===== src/rtl/dom_rand_pkg.sv =====
// Shared constants and state encoding for the DOM randomness source.
// No logic. No handshake.
package dom_rand_pkg;

    localparam int          LFSR_WIDTH = 32;
    localparam logic [31:0] LFSR_TAPS  = 32'h8020_0003;
    localparam logic [31:0] SAFE_SEED  = 32'h0000_0001;

    typedef enum logic [2:0] {
        UNSEEDED = 3'd0,
        WARMUP   = 3'd1,
        PRIME    = 3'd2,
        RUN      = 3'd3,
        ERROR    = 3'd4
    } state_e;

endpackage


===== src/rtl/dom_rand_source_lfsr_unroll.sv =====
// Unrolls STEPS Fibonacci LFSR steps: feedback bits form the word, bit 0 first.
// Purely combinational, zero latency.
// No handshake; the caller decides when to register the result.
module lfsr_unroll
    import dom_rand_pkg::*;
#(
    parameter int STEPS = 1
) (
    input  logic [LFSR_WIDTH-1:0] s,
    output logic [STEPS-1:0]      word,
    output logic [LFSR_WIDTH-1:0] s_next
);

    logic [LFSR_WIDTH-1:0] t;

    always_comb begin
        t    = s;
        word = '0;
        for (int i = 0; i < STEPS; i++) begin
            word[i] = ^(t & LFSR_TAPS);
            t       = {t[LFSR_WIDTH-2:0], word[i]};
        end
        s_next = t;
    end

endmodule


===== src/rtl/dom_rand_source.sv =====
// Seeded 32-bit LFSR delivering RAND_WIDTH fresh bits per handshake to DOM gadgets.
// First word valid WARMUP_STEPS+2 cycles after seed accept; rand_o is registered.
// rand_o and the LFSR hold while rand_ready is low; seed_ready drops only on fault.
module dom_rand_source
    import dom_rand_pkg::*;
#(
    parameter int RAND_WIDTH   = 1,
    parameter int WARMUP_STEPS = 64
) (
    input  logic                  clk,
    input  logic                  rst_n,
    input  logic                  seed_valid,
    input  logic [31:0]           seed_data,
    output logic                  seed_ready,
    output logic [RAND_WIDTH-1:0] rand_o,
    output logic                  rand_valid,
    input  logic                  rand_ready,
    output logic                  busy,
    output logic                  err
);

    localparam int CW = (WARMUP_STEPS > 0) ? $clog2(WARMUP_STEPS + 1) : 1;
    localparam state_e LOAD_TARGET = (WARMUP_STEPS == 0) ? PRIME : WARMUP;

    state_e                  state_q, state_d;
    logic [LFSR_WIDTH-1:0]   lfsr_q;
    logic [RAND_WIDTH-1:0]   rand_q;
    logic [CW-1:0]           cnt_q;

    logic [LFSR_WIDTH-1:0]   seed_fix;
    logic [LFSR_WIDTH-1:0]   warm_next;
    logic                    warm_fb;
    logic [RAND_WIDTH-1:0]   gen_word;
    logic [LFSR_WIDTH-1:0]   gen_next;
    logic                    fault;
    logic                    unused_warm_fb;

    lfsr_unroll #(.STEPS(1)) u_warm (
        .s      (lfsr_q),
        .word   (warm_fb),
        .s_next (warm_next)
    );

    lfsr_unroll #(.STEPS(RAND_WIDTH)) u_gen (
        .s      (lfsr_q),
        .word   (gen_word),
        .s_next (gen_next)
    );

    // Warm-up only needs the advanced state, the discarded bit is dropped here.
    assign unused_warm_fb = warm_fb;

    assign seed_fix = (seed_data == '0) ? SAFE_SEED : seed_data;
    assign fault    = (state_q != UNSEEDED) && (lfsr_q == '0);

    always_ff @(posedge clk or negedge rst_n) begin
        if (!rst_n) begin
            state_q <= UNSEEDED;
        end else begin
            state_q <= state_d;
        end
    end

    always_comb begin
        state_d = state_q;
        case (state_q)
            UNSEEDED: if (seed_valid) state_d = LOAD_TARGET;
            ERROR:    state_d = ERROR;
            default: begin
                if (fault) begin
                    state_d = ERROR;
                end else if (seed_valid) begin
                    state_d = LOAD_TARGET;
                end else begin
                    case (state_q)
                        WARMUP:  if (cnt_q <= CW'(1)) state_d = PRIME;
                        PRIME:   state_d = RUN;
                        default: state_d = state_q;
                    endcase
                end
            end
        endcase
    end

    always_comb begin
        rand_valid = (state_q == RUN);
        busy       = (state_q == WARMUP) || (state_q == PRIME);
        err        = (state_q == ERROR);
        seed_ready = (state_q != ERROR);
    end

    // Fault outranks reseed, reseed outranks the consumer handshake.
    always_ff @(posedge clk or negedge rst_n) begin
        if (!rst_n) begin
            lfsr_q <= '0;
            rand_q <= '0;
            cnt_q  <= '0;
        end else if (state_q == UNSEEDED) begin
            if (seed_valid) begin
                lfsr_q <= seed_fix;
                cnt_q  <= CW'(WARMUP_STEPS);
            end
        end else if (state_q == ERROR || fault) begin
            rand_q <= '0;
        end else if (seed_valid) begin
            lfsr_q <= seed_fix;
            cnt_q  <= CW'(WARMUP_STEPS);
        end else begin
            case (state_q)
                WARMUP: begin
                    lfsr_q <= warm_next;
                    cnt_q  <= cnt_q - CW'(1);
                end
                PRIME: begin
                    rand_q <= gen_word;
                    lfsr_q <= gen_next;
                end
                RUN: begin
                    if (rand_ready) begin
                        rand_q <= gen_word;
                        lfsr_q <= gen_next;
                    end
                end
                default: ;
            endcase
        end
    end

    assign rand_o = rand_q;

endmodule

===== config.mk =====
export PLATFORM = sky130hd
export DESIGN_NAME = dom_rand_source
export DESIGN_NICKNAME = d
export VERILOG_FILES = /design/src/rtl/dom_rand_pkg.sv /design/src/rtl/dom_rand_source_lfsr_unroll.sv /design/src/rtl/dom_rand_source.sv
export SDC_FILE = /design/constraint.sdc
export NUM_CORES = 1
export LEC_CHECK = 0
export ABC_AREA = 1
export CORE_MARGIN = 5
export CORE_UTILIZATION = 32
export CTS_BUF_LIST = sky130_fd_sc_hd__clkbuf_8 sky130_fd_sc_hd__clkbuf_16
export CTS_CLUSTER_SIZE = 40
export DETAILED_ROUTE_END_ITERATION = 8
export GPL_ROUTABILITY_DRIVEN = 0
export RECOVER_POWER = 50
export SETUP_SLACK_MARGIN = 0.4
export SLEW_MARGIN = 20
export SYNTH_ARGS = -nofsm -noshare
export SYNTH_HDL_FRONTEND = slang
export SYNTH_SLANG_ARGS = --single-unit

===== constraint.sdc =====
create_clock -name clk -period 1.6 [get_ports clk]
set_input_delay 0.16 -clock clk [delete_from_list [all_inputs] [get_ports clk]]
set_output_delay 0.16 -clock clk [all_outputs]
set_load 0.03 [all_outputs]

After elaboration in Yosys (flattened, before gate mapping)
Cells that the tools add are included.
{"block": "totals", "inputBits": 36, "regBits": 43}
{"block": "op_classes", "n_reduce_logical": 17, "eq_ne": 11, "n_mux": 22, "bitwise_logic": 1, "n_addsub": 1, "n_lt_le_gt_ge": 1}
{"op": "two-way mux 32 bit", "count": 6}
{"op": "zero test 32 bit", "count": 2}
{"op": "case mux 32 bit (2 select lines)", "count": 1}
{"op": "two-way mux 7 bit", "count": 5}
{"op": "parity 32 bit", "count": 1}
{"op": "two-way mux 3 bit", "count": 4}
{"op": "case mux 3 bit (2 select lines)", "count": 2}
{"op": "nonzero test 3 bit", "count": 3}
{"op": "AND reduction 4 bit", "count": 2}
{"op": "less-or-equal comparator 7 x 1 -> 1 bit (second input constant)", "count": 1}
{"op": "subtractor 7 x 1 -> 7 bit (second input constant)", "count": 1}
{"op": "== test 3 x 2 -> 1 bit (second input constant)", "count": 2}
{"op": "AND reduction 3 bit", "count": 2}
{"op": "!= test 5 bit (second input constant)", "count": 1}
{"op": "nonzero test 5 bit", "count": 1}
{"op": "!= test 2 bit (second input constant)", "count": 2}
{"op": "!= test 4 x 2 -> 1 bit (second input constant)", "count": 1}
{"op": "nonzero test 4 bit", "count": 1}
{"op": "== test 3 x 1 -> 1 bit (second input constant)", "count": 1}
{"op": "== test 3 bit (second input constant)", "count": 1}
{"op": "zero test 3 bit", "count": 1}
{"op": "two-way mux 1 bit", "count": 3}
{"op": "!= test 3 x 1 -> 1 bit (second input constant)", "count": 1}
{"op": "!= test 3 bit (second input constant)", "count": 1}
{"op": "6 further kinds", "count": 7}

Logic depth before layout (Yosys ltp)
Gate-level depths: netlist (run 1).
{"block": "depth", "ltp_word": 6, "ltp_mapped": 13}

Hierarchy
Synthesis (run 1) repeated with hierarchy kept, for this count alone.
{"block": "hier_totals", "hier_cells": 561, "area_unflattened_um2": 3504.6}
{"mod": "dom_rand_source", "area_per_inst_um2": 2876.5, "cells_per_inst": 459, "n_inst": 1}
{"mod": "lfsr_unroll", "area_per_inst_um2": 314.1, "cells_per_inst": 51, "n_inst": 2}

Worst setup path after synthesis (run 1)
OpenSTA, ideal clock, no wires.
{"block": "synth_timing", "kind": "reg-to-reg", "startpoint": "register state_q[0]", "endpoint": "register cnt_q[6]", "setup_time_ps": 133, "setup_slack_ps": -386, "path_stages_with_launch": 10, "t_required_ps": 1467, "path_buffers": 1, "arrival_ps": 1854, "period_less_slack_ps": 1986, "path_cell_list": "dfrtp_1 > nor2_2 > inv_1 > nor2_1 > inv_2 > nand2_4 > nor2_1 > buf_2 > o31ai_1 > o21ai_0"}
{"block": "synth_between", "elab_cells_between_ends": 11, "classes_between": "4 x eq/ne; 1 x mux; 6 x reduce/logical"}
{"item": "start: declaration", "line": "dom_rand_source.sv:25", "text": "state_e state_q, state_d;"}
{"item": "start signal: assignment", "line": "dom_rand_source.sv:60", "text": "state_q <= state_d;"}
{"item": "== test 3 bit (*)"}
{"item": "net err", "line": "dom_rand_source.sv:19", "text": "output logic err"}
{"item": "logical OR 1 bit (*)", "line": "dom_rand_source.sv:103", "text": "end else if (state_q == ERROR || fault) begin"}
{"item": "!= test 2 bit (no line) or nonzero test 3 bit (tied branches)"}
{"item": "AND reduction 3 bit (no line) (*)"}
{"item": "end signal: assignment", "line": "dom_rand_source.sv:101", "text": "cnt_q <= CW'(WARMUP_STEPS);"}
{"item": "end signal: assignment", "line": "dom_rand_source.sv:107", "text": "cnt_q <= CW'(WARMUP_STEPS);"}
{"item": "end signal: assignment", "line": "dom_rand_source.sv:112", "text": "cnt_q <= cnt_q - CW'(1);"}
{"item": "end: declaration", "line": "dom_rand_source.sv:28", "text": "logic [CW-1:0] cnt_q;"}
The timed path passes the listed nets; every way through them passes the cells marked *.
A chain may end at the register's enable or synchronous reset.

Final worst setup path (run 1)
{"block": "layout_timing", "startpoint": "register lfsr_q[0]", "endpoint": "register lfsr_q[11]"}
{"block": "layout_between", "elab_chain_cells": 5, "elab_cells_between_ends": 7, "classes_between": "2 x eq/ne; 5 x reduce/logical"}
{"item": "start: declaration", "line": "dom_rand_source.sv:26", "text": "logic [LFSR_WIDTH-1:0] lfsr_q;"}
{"item": "start signal: assignment", "line": "dom_rand_source.sv:100", "text": "lfsr_q <= seed_fix;"}
{"item": "start signal: assignment", "line": "dom_rand_source.sv:106", "text": "lfsr_q <= seed_fix;"}
{"item": "start signal: assignment", "line": "dom_rand_source.sv:111", "text": "lfsr_q <= warm_next;"}
{"item": "zero test 32 bit (*)", "line": "dom_rand_source.sv:54", "text": "assign fault = (state_q != UNSEEDED) && (lfsr_q == '0);"}
{"item": "logical AND 1 bit (*)", "line": "dom_rand_source.sv:54"}
{"item": "logical OR 1 bit (*)", "line": "dom_rand_source.sv:103"}
{"item": "!= test 4 x 2 -> 1 bit (no line) (tied with other cells)"}
{"item": "AND reduction 4 bit (no line) (*)"}
Every way passes the cells marked *; elsewhere a longest branch is shown, timed or not.

==> results by group, run 1 <==
Finish
  – Share of layout cells above drive strength 1: 37.8%
  – Register Area: 0.00108 mm^2
  – Most frequent cells in the layout: nand2_1, buf_4, dfrtp_1, inv_1, clkdlybuf4s50_1
  – Filler Cell Count: 790
  – Post-route cell area: 0.00448 mm^2
  – Inserted Diodes: 0
  – Core Util, Final: 54.2%
  – Multi-input logic area: 0.00175 mm^2
  – Area delta synth->final: 63.6%
  – Layout Nets: 556
  – Most common cell after layout, fill and taps aside: nand2_1

Global route
  – Largest net degree at the start of global routing: 33
  – Vias in the first global route: 2937
  – GR Overflow Total: 0
  – Gr usage total: 15.8%
  – Initial antenna violation count: 0
  – Global-route wire length before repair: 13.3 mm

Clocking
  – H-tree depth: 2
  – Total CTS buffers: 5
  – CTS tree: done
  – Max clock buf depth: 2
  – Clk Tree Root Cell: clkbuf_8
  – Clock latency on the worst-skew pair: 0.29 ns
  – CTS Sinks: 43
  – Clk slew on worst S/H paths: 0.09 ns

STA
  – Share of the clock period used by the worst path: 110%
  – Setup TNS: -4.70 ns
  – Max-slew headroom: 59.3%
  – Max Fclk: 0.568 GHz
  – Fin. Hold Viols: 0
  – Final Setup Violations: 39
  – Clock Skews: 0.00935 ns
  – Minimum clock period: 1.76 ns
  – RSZ-0062 raised after global routing: yes
  – Final worst setup slack: -0.161 ns
  – Final slew viol count: 0
  – Worst Max-Slew Pin Slew: 0.611 ns

Drt
  – Wirelength per Cell: 13.9 um
  – Final antenna-violating net count: 0
  – Final WL: 8.68 mm
  – Vias/cell: 4.85
  – Pre-antenna DRT Iters: 4
  – Initial drt markers: 147
  – Routed via count: 3022
  – DRC viols: 0

Logic synthesis
  – Synthesized cell area: 0.00274 mm^2
  – Synthesis-stage register bit count: 43
  – Avg Cell Area, Syn: 6.76 um^2
  – Cell variety after synth: 27
  – Register area share after synthesis: 39.3%
  – Syn Nets: 444
  – Ys Warns: 0
  – Synth Instances: 405

Floorplan
  – Initial Util: 33.1%
  – Die width: 102 um
  – I/O Pins: 41
  – FP Rows: 33
  – Core area: 0.00826 mm^2
  – Die height: 102 um
  – Die area: 0.0105 mm^2

Worst setup path
  – Crit path required time: 1.79 ns
  – Crit Path Category: reg2reg
  – Worst setup SP type: flop
  – CP Capture Type: flop
  – Worst-path fanout max: 8
  – Critical Path AT: 1.95 ns

Placed design
  – PortBufs: 40
  – Post-DP HPWL: 5.50 mm
  – Placed Area: 0.00373 mm^2

Pwr
  – Peak VDD IR: 0.000354 V
  – Power Density: 559 mW/mm^2
  – Leak Pwr: 2.14 nW

Outcome
  – Failing checks: setup timing
  – Outcome: finished with violations

Job
  – Max cap viols: 0

Hold path
  – Hold Crit Class: in2async
[synth_stat cells]
cell type / count / area, um^2
a21oi_1: 2 / 10.0
xnor2_1: 2 / 17.5
nand2_4: 3 / 33.8
nand4_1: 10 / 62.6
clkbuf_2: 1 / 5.00
nand2_1: 136 / 510
nand3_1: 43 / 215
buf_2: 10 / 50.1
clkbuf_1: 2 / 7.51
xor2_1: 4 / 35.0
o21ai_1: 7 / 35.0
nand3_2: 1 / 10.0
buf_4: 3 / 22.5
mux2i_1: 1 / 10.0
o21ai_0: 30 / 150
nor2_1: 46 / 173
a21oi_4: 1 / 16.3
nand2_2: 2 / 12.5
nor3_1: 2 / 10.0
nand4_4: 1 / 21.3
ha_1: 3 / 37.5
dfrtp_1: 43 / 1080
nor2_2: 2 / 12.5
inv_1: 43 / 161
inv_2: 3 / 11.3
o211ai_1: 1 / 7.51
o31ai_1: 3 / 22.5
[path summary, 6_finish.rpt]
path,cells after the start,to,start,slack [ns]
worst max-delay path,13,lfsr_q[11],lfsr_q[0],-0.16
min in group clk,2,lfsr_q[1],lfsr_q[1],0.52
max in group asynchronous,3,lfsr_q[10],rst_n,0.23
worst max register to register,13,lfsr_q[11],lfsr_q[0],-0.16
worst min-delay path,2,cnt_q[5],rst_n,0.37
worst min register to register,2,lfsr_q[1],lfsr_q[1],0.52
[report_power, final]
part / total [W] / switching [W] / internal, W
logic: 0.000539 / 0.000256 / 0.000283
registers: 0.00118 / 0.0000417 / 0.00114
clock network: 0.000782 / 0.000389 / 0.000393
total: 0.00250 / 0.000687 / 0.00182
[registers in the layout (all words and copies together) (netlist names), named ones only]
name	cells
lfsr_q	32
rand_o	1
cnt_q	7
state_q	2
[logic make-up (layout without fill, tap and decap cells)]
logic type               Yosys count  in the layout  share of synthesized area, %
AO/OA/AOI/OAI                     44             44                          8.82
XOR/XNOR                           6              6                          1.92
adder cells (fa/ha/maj)            3              3                          1.37
buffers and inverters             62            175                          9.42
flip-flops                        43             43                          39.3
multiplexers                       1              1                         0.366
AND/OR/NAND/NOR                  246            246                          38.8
[per-layer routing]
metal	routed length [um]	up-vias	global-route usage (%)	share of wire, %
met3	325	21	3.28	3.7
met4	238	0	5.05	2.7
met5	0	-	0	0
met1	3670	1432	19.8	42
met2	4450	60	27.2	51
li1	-	1509	-	-
[stage by stage]
| step | cells | hold slack, ns | setup slack [ns] | total power, W |
|---|---|---|---|---|
| 2_1_floorplan | 405 | -0.136 | 0.0513 | 0.00139 |
| 3_3_place_gp | 593 | 0.160 | -0.0789 | 0.00166 |
| 3_5_place_dp | 593 | 0.171 | -0.0935 | 0.00167 |
| 4_1_cts | 613 | 0.383 | -0.0992 | 0.00246 |
| 5_1_grt | 623 | 0.422 | -0.246 | 0.00263 |
| 6_report | 623 | 0.374 | -0.161 | 0.00250 |
[critical path: stages, from the launching register on]
cell and delay (ns):
dfrtp_1 0.41, inv_2 0.09, ha_4 0.14, nand2_2 0.05, nor2_2 0.10, nand2_1 0.07, nor2_2 0.13, nand2_4 0.09
nand2_4 0.09, a21oi_4 0.05, buf_6 0.16, buf_12 0.14, nand3_1 0.09, nand2_2 0.06
[what timing repair did]
item / 4_1_cts / 5_1_grt
setup buffers: 9 / 7
hold endpoints to repair: 19 / 0
cloned: 2 / 3
pin swaps: 11 / 24
setup endpoints to repair: 48 / 48
resized for setup: 56 / 68
hold buffers: 1 / 0
[cell type report]
cell class | instances | share of cell area (%)
multi-input combinational | 300 | 39.0
timing repair buffer | 121 | 27.6
sequential | 43 | 24.1
inverter | 46 | 4.08
tap | 105 | 2.93
clock buffer | 7 | 2.15
clock inverter | 1 | 0.168
Note: power is estimated with default switching activity, not from simulation.
==> inputs of run 2 (changes only) <==
--- a/config.mk
+++ b/config.mk
@@ -17,4 +17,5 @@
 export SLEW_MARGIN = 20
 export SYNTH_ARGS = -nofsm -noshare
 export SYNTH_HDL_FRONTEND = slang
+export SYNTH_HIERARCHICAL = 1
 export SYNTH_SLANG_ARGS = --single-unit
==> run 2 against run 1 <==
  * The run still ends with setup timing left
  * Sequential power is 73% higher
  * Worst setup slack better by 0.12 ns
  * Design area is 5.6% higher
  * Global-route usage fell by 2.0 points
  * Sequential cell count unchanged
  * Fmax grew 7.3%
  * Clock power grew 30%
  * Total power grew to 4.0 times the previous value
  * First-iteration DRC count up 80%
  * Largest cell class unchanged
  * Largest power group is now combinational cells
==> results by group, run 2 <==
Finish
  – Most frequent cells in the layout: nand2_1, nor2_1, buf_4, dfrtp_1, nand2_2
  – Layout Nets: 647
  – Top reg by flops: lfsr_q
  – Biggest regs: lfsr_q x32, cnt_q x7, state_q x2
  – Core Util, Final: 43.8%
  – Share of layout cells above drive strength 1: 29.2%
  – Filler Cell Count: 1060
  – Most common cell after layout, fill and taps aside: nand2_1
  – Non-filler cells, final: 750
  – Area delta synth->final: 34.9%
  – Inserted Diodes: 0
  – Post-route cell area: 0.00473 mm^2
  – Max reg flops: 32

STA
  – Final slew viol count: 0
  – Final Setup Violations: 32
  – Final worst setup slack: -0.0407 ns
  – RSZ-0062 raised after global routing: yes
  – Worst Max-Slew Pin Slew: 1.01 ns
  – Max Fclk: 0.610 GHz
  – Clock Skews: 0.0115 ns
  – Setup TNS: -0.654 ns
  – Fin. Hold Viols: 0
  – Minimum clock period: 1.64 ns
  – Share of the clock period used by the worst path: 103%
  – Max-slew headroom: 32.5%

Logic synthesis
  – Synthesis-stage register bit count: 43
  – Synth Instances: 561
  – Synth area leader: dfrtp_1
  – Area share of the largest cell type after synthesis: 30.7%
  – Async SR Flop Fraction: 100%
  – Synthesized cell area: 0.00350 mm^2
  – EDFF count, synth: 0
  – Cell variety after synth: 28
  – Top cells by area, synth: dfrtp_1, nand2_1, buf_4
  – Most frequent cell after synthesis: nand2_1
  – Register area share after synthesis: 30.7%
  – Avg Cell Area, Syn: 6.25 um^2
  – Synth cell count leaders: nand2_1, nor2_1, buf_4
  – Ys Warns: 6
  – Syn Nets: 599
  – Commonest register cell after synthesis: dfrtp_1

Worst setup path
  – CP Capture Type: flop
  – Critical Path AT: 1.88 ns
  – Worst-path fanout max: 6
  – Crit Path Category: reg2reg
  – Worst setup SP type: flop
  – Crit path required time: 1.84 ns

Global route
  – Gr usage total: 13.9%
  – GR Overflow Total: 0
  – Vias in the first global route: 3194
  – Largest net degree at the start of global routing: 44
  – Global-route wire length before repair: 14.8 mm
  – Initial antenna violation count: 0

Floorplan
  – Core area: 0.0108 mm^2
  – FP Rows: 38
  – Die area: 0.0131 mm^2
  – Die height: 115 um
  – Initial Util: 32.5%
  – I/O Pins: 41
  – Die width: 115 um

Drt
  – Vias/cell: 4.71
  – DRC viols: 0
  – Wirelength per Cell: 13.4 um
  – Initial drt markers: 265
  – Final WL: 10.1 mm
  – Final antenna-violating net count: 0
  – Pre-antenna DRT Iters: 5
  – Routed via count: 3531

Placed design
  – Placed Area: 0.00400 mm^2
  – PortBufs: 40
  – Dpl cells: 713
  – Post-DP HPWL: 6.13 mm

Clocking
  – Clk slew on worst S/H paths: 0.09 ns
  – CTS tree: done
  – H-tree depth: 2
  – CTS Sinks: 43
  – Max clock buf depth: 2
  – Total CTS buffers: 5
  – Clock latency on the worst-skew pair: 0.31 ns
  – Clk Tree Root Cell: clkbuf_8

Pwr
  – Peak VDD IR: 0.000808 V
  – Power Density: 2130 mW/mm^2
  – Total power: 0.0101 W
  – Leak Pwr: 2.36 nW

Outcome
  – Failing checks: setup timing
  – Outcome: finished with violations

Job
  – Max cap viols: 0

Hold path
  – Hold Crit Class: reg2reg
-- run 2: cell count changes after synthesis, moves of 4 or more --
cell / change
o21ai_0: -28
nand2_1: +106
xor2_1: -4
nand3_1: -36
a31oi_1: +27
a21o_1: +5
buf_4: +61
a21oi_1: +6
o21ai_1: -6
nor4_1: +4
inv_1: -17
nor2_1: +38
-- run 2: worst paths after layout --
| kind | from | end | slack (ns) | cells after the start |
|---|---|---|---|---|
| min in group asynchronous | rst_n | lfsr_q[22] | 0.64 | 3 |
| hold reg to reg | cnt_q[5] | cnt_q[5] | 0.52 | 2 |
| setup reg to reg | state_q[1] | lfsr_q[29] | -0.04 | 10 |
| setup / recovery | state_q[1] | lfsr_q[29] | -0.04 | 10 |
| max in group asynchronous | rst_n | async pin | 0.26 | 3 |
| hold / removal | cnt_q[5] | cnt_q[5] | 0.52 | 2 |
-- run 2: cell families (layout without fill, tap and decap cells) --
family          after synthesis  in the layout  share of synthesized area, %
compound gates               45             45                          8.03
flops                        43             43                          30.7
fa+ha+maj                     2              2                         0.714
buf+inv                     114            163                          20.2
simple gates                357            357                          40.4
-- run 2: final cells by class --
cell class	count	area [um^2]	share of cell area [%]
sequential	43	1080	22.8
timing repair buffer	124	1220	25.9
tap	140	175	3.71
clock buffer	5	68.8	1.46
inverter	31	124	2.62
multi-input combinational	404	1990	42.2
clock inverter	3	63.8	1.35
-- run 2: routing by layer --
| layer | wire (um) | vias to the layer above | part of all wire, % | GRT usage, % |
|---|---|---|---|---|
| met5 | 0 | - | 0 | 0 |
| met4 | 218 | 0 | 2.2 | 4.91 |
| met3 | 414 | 16 | 4.1 | 2.33 |
| met2 | 4830 | 81 | 48 | 23.0 |
| met1 | 4600 | 1649 | 46 | 18.2 |
| li1 | - | 1785 | - | - |
-- run 2: metrics by stage --
stage / setup slack [ns] / hold slack, ns
final: -0.0407 / 0.522
after floorplan: 0.0805 / -0.136
after CTS: 0.0226 / 0.484
after detailed placement: -0.0527 / 0.287
after global placement: 0.0334 / 0.287
after global routing: -0.111 / 0.554
-- run 2: repair_timing --
item / in CTS / in global routing
pin swaps: 5 / 50
gates cloned: 0 / 6
gates resized for setup: 31 / 75
endpoints found under the hold margin: 43 / 0
setup endpoints to repair: 48 / 47
hold buffers: 1 / 0
setup buffers: 9 / 13
-- run 2: power breakdown --
part / total, W / internal, W / switching (W) / leakage [nW]
logic: 0.00702 / 0.00328 / 0.00374 / 1.77
clock network: 0.00102 / 0.000618 / 0.000400 / 0.0695
registers: 0.00204 / 0.00164 / 0.000394 / 0.521
total: 0.0101 / 0.00554 / 0.00453 / 2.36
-- run 2: critical path, cell delays in order, from the launching register on --
cell and delay, ns:
dfrtp_1 0.45, buf_6 0.13, nand2_4 0.06, nor2_4 0.11, nand2_2 0.09, a31oi_4 0.24, inv_2 0.07, nand2_4 0.14
clkbuf_16 0.19, nand2_2 0.04, nand2_1 0.05
==> inputs of run 3 (changes only) <==
--- a/config.mk
+++ b/config.mk
@@ -6,6 +6,7 @@
 export NUM_CORES = 1
 export LEC_CHECK = 0
 export ABC_AREA = 1
+export CORE_ASPECT_RATIO = 0.5
 export CORE_MARGIN = 5
 export CORE_UTILIZATION = 32
 export CTS_BUF_LIST = sky130_fd_sc_hd__clkbuf_8 sky130_fd_sc_hd__clkbuf_16
@@ -14,7 +15,7 @@
 export GPL_ROUTABILITY_DRIVEN = 0
 export RECOVER_POWER = 50
 export SETUP_SLACK_MARGIN = 0.4
-export SLEW_MARGIN = 20
+export SLEW_MARGIN = 5
 export SYNTH_ARGS = -nofsm -noshare
 export SYNTH_HDL_FRONTEND = slang
 export SYNTH_HIERARCHICAL = 1
==> run 3 against run 2 <==
  * The run now ends clean
  * Non-clock buffer count shrank 17
  * Sequential power is essentially flat
  * Hold slack got worse by 0.0041 ns
  * Critical path depth stayed put
  * Critical path type unchanged
  * Largest cell class unchanged
==> results by group, run 3 (same netlist as run 2, synthesis figures left out) <==
Clocking
  – Clock latency on the worst-skew pair: 0.29 ns
  – H-tree depth: 2
  – Max clock buf depth: 2
  – Total CTS buffers: 5
  – Clk Tree Root Cell: clkbuf_16
  – Clk slew on worst S/H paths: 0.06 ns
  – CTS Sinks: 43
  – CTS tree: done

Worst setup path
  – Worst setup SP type: flop
  – CP Capture Type: flop
  – Crit path required time: 1.83 ns
  – Crit Path Category: reg2reg
  – Worst path slowest cell: dfrtp_2
  – Slowest Stage Delay on Critical Path: 0.45 ns
  – CP Cell Sequence: inv_4 -> nand2_4 -> nor2_4 -> nand2_2 -> a31oi_4 -> inv_2 -> nand2_4 -> clkbuf_16 -> nand2_1 -> nand2_1
  – Top Family by Delay on Critical Path: simple AND/OR/NAND/NOR gates
  – Worst-path fanout max: 7
  – Buf+Inv Stages, Crit Path: 3
  – Critical Path AT: 1.79 ns

Floorplan
  – Initial Util: 32.3%
  – Die height: 84 um
  – FP Rows: 27
  – I/O Pins: 41
  – Die width: 158 um
  – Core area: 0.0108 mm^2
  – Die area: 0.0133 mm^2

Drt
  – Final WL: 9.35 mm
  – Initial drt markers: 155
  – Wirelength per Cell: 12.7 um
  – DRC viols: 0
  – Routed via count: 3409
  – Vias/cell: 4.63
  – Pre-antenna DRT Iters: 4
  – Final antenna-violating net count: 0

STA
  – Final slew viol count: 0
  – Share of the clock period used by the worst path: 98.0%
  – Fin. Hold Viols: 0
  – Final Setup Violations: 0
  – Minimum clock period: 1.57 ns
  – Max-slew headroom: 33.4%
  – Clock Skews: 0.00570 ns
  – RSZ-0062 raised after global routing: yes
  – Max Fclk: 0.638 GHz
  – Worst Max-Slew Pin Slew: 0.998 ns

Pwr
  – Net Sw Frac: 43.9%
  – Peak VDD IR: 0.000659 V
  – Leak Pwr: 2.27 nW
  – Internal cell power: 0.00519 W
  – Comb pwr share: 65.6%
  – Clock Power Share: 12.4%
  – Power Density: 2060 mW/mm^2
  – Seq pwr share: 22.0%
  – Total power: 0.00925 W
  – Net switching power: 0.00406 W

Global route
  – Global-route wire length before repair: 14.6 mm
  – GR Overflow Total: 0
  – Initial antenna violation count: 0
  – Largest net degree at the start of global routing: 44
  – Gr usage total: 13.4%
  – Vias in the first global route: 3104

Job
  – Max cap viols: 0

Placed design
  – PortBufs: 40
  – Post-DP HPWL: 6.23 mm
  – Dpl cells: 713

Finish
  – Most common cell after layout, fill and taps aside: nand2_1
  – Most frequent cells in the layout: nand2_1, nor2_1, buf_4, dfrtp_1, clkdlybuf4s50_1
  – Area delta synth->final: 28.2%
  – Core Util, Final: 41.4%
  – Max reg flops: 32
  – Layout Nets: 630
  – Top reg by flops: lfsr_q
  – Biggest regs: lfsr_q x32, cnt_q x7, state_q x2
  – Inserted Diodes: 0
  – Share of layout cells above drive strength 1: 20.4%
  – Non-filler cells, final: 737

Hold path
  – Hold Crit Class: reg2reg

Outcome
  – Outcome: complete, no violations
-- run 3: repair_timing --
action,4_1_cts,5_1_grt
buffers inserted,8,4
endpoints found under the setup margin,48,48
endpoints found under the hold margin,43,0
resized for setup,25,30
hold buffers,1,0
cloned,1,3
pin swaps,10,20
-- run 3: final cells by class --
class	instances	area, um^2
Tap cell	145	181
Multi-Input combinational cell	404	1840
Clock inverter	2	37.5
Sequential cell	43	1080
Fill cell	1107	6350
Inverter	31	136
Clock buffer	5	125
Timing Repair Buffer	107	1100
-- run 3: path summary, 6_finish.rpt --
check / startpoint / endpoint / slack (ns) / cells past startpoint
setup / recovery: flop / lfsr_q[30] / 0.03 / 10
hold / removal: cnt_q[3] / cnt_q[3] / 0.52 / 2
setup reg to reg: flop / lfsr_q[30] / 0.03 / 10
hold reg to reg: cnt_q[3] / cnt_q[3] / 0.52 / 2
max in group asynchronous: rst_n / async pin / 0.25 / 3
min in group asynchronous: rst_n / lfsr_q[21] / 0.65 / 3
-- run 3: per-stage QoR --
step	worst slack [ns]	setup TNS, ns	area [um^2]	hold WS (ns)
2_1_floorplan	0.0805	0	3570	-0.136
3_3_place_gp	-0.00315	-0.00625	3990	0.157
3_5_place_dp	-0.0137	-0.0392	3990	0.158
4_1_cts	0.0253	0	4340	0.395
5_1_grt	-0.0584	-1.53	4490	0.548
6_report	0.0319	0	4490	0.518
-- run 3: worst reg2reg max path, stage by stage (launching register included) --
cell,delay (ns)
dfrtp_2,0.45
inv_4,0.12
nand2_4,0.09
nor2_4,0.11
nand2_2,0.09
a31oi_4,0.17
inv_2,0.06
nand2_4,0.15
clkbuf_16,0.18
nand2_1,0.05
nand2_1,0.06
-- run 3: routing by layer --
| metal | vias up | track usage (%) | share of wire (%) |
|---|---|---|---|
| li1 | 1751 | - | - |
| met1 | 1584 | 18.0 | 47 |
| met2 | 63 | 22.7 | 48 |
| met3 | 11 | 2.64 | 3.5 |
| met4 | 0 | 2.40 | 1.2 |
| met5 | - | 0 | 0 |
-- run 3: power groups by stage --
stage / sequential [W] / clock (W) / combinational, W
2_1_floorplan: 0.00214 / 0 / 0.00430
3_3_place_gp: 0.00202 / 0 / 0.00506
3_5_place_dp: 0.00203 / 0 / 0.00514
4_1_cts: 0.00201 / 0.00117 / 0.00563
5_1_grt: 0.00210 / 0.00121 / 0.00675
6_report: 0.00204 / 0.00115 / 0.00606
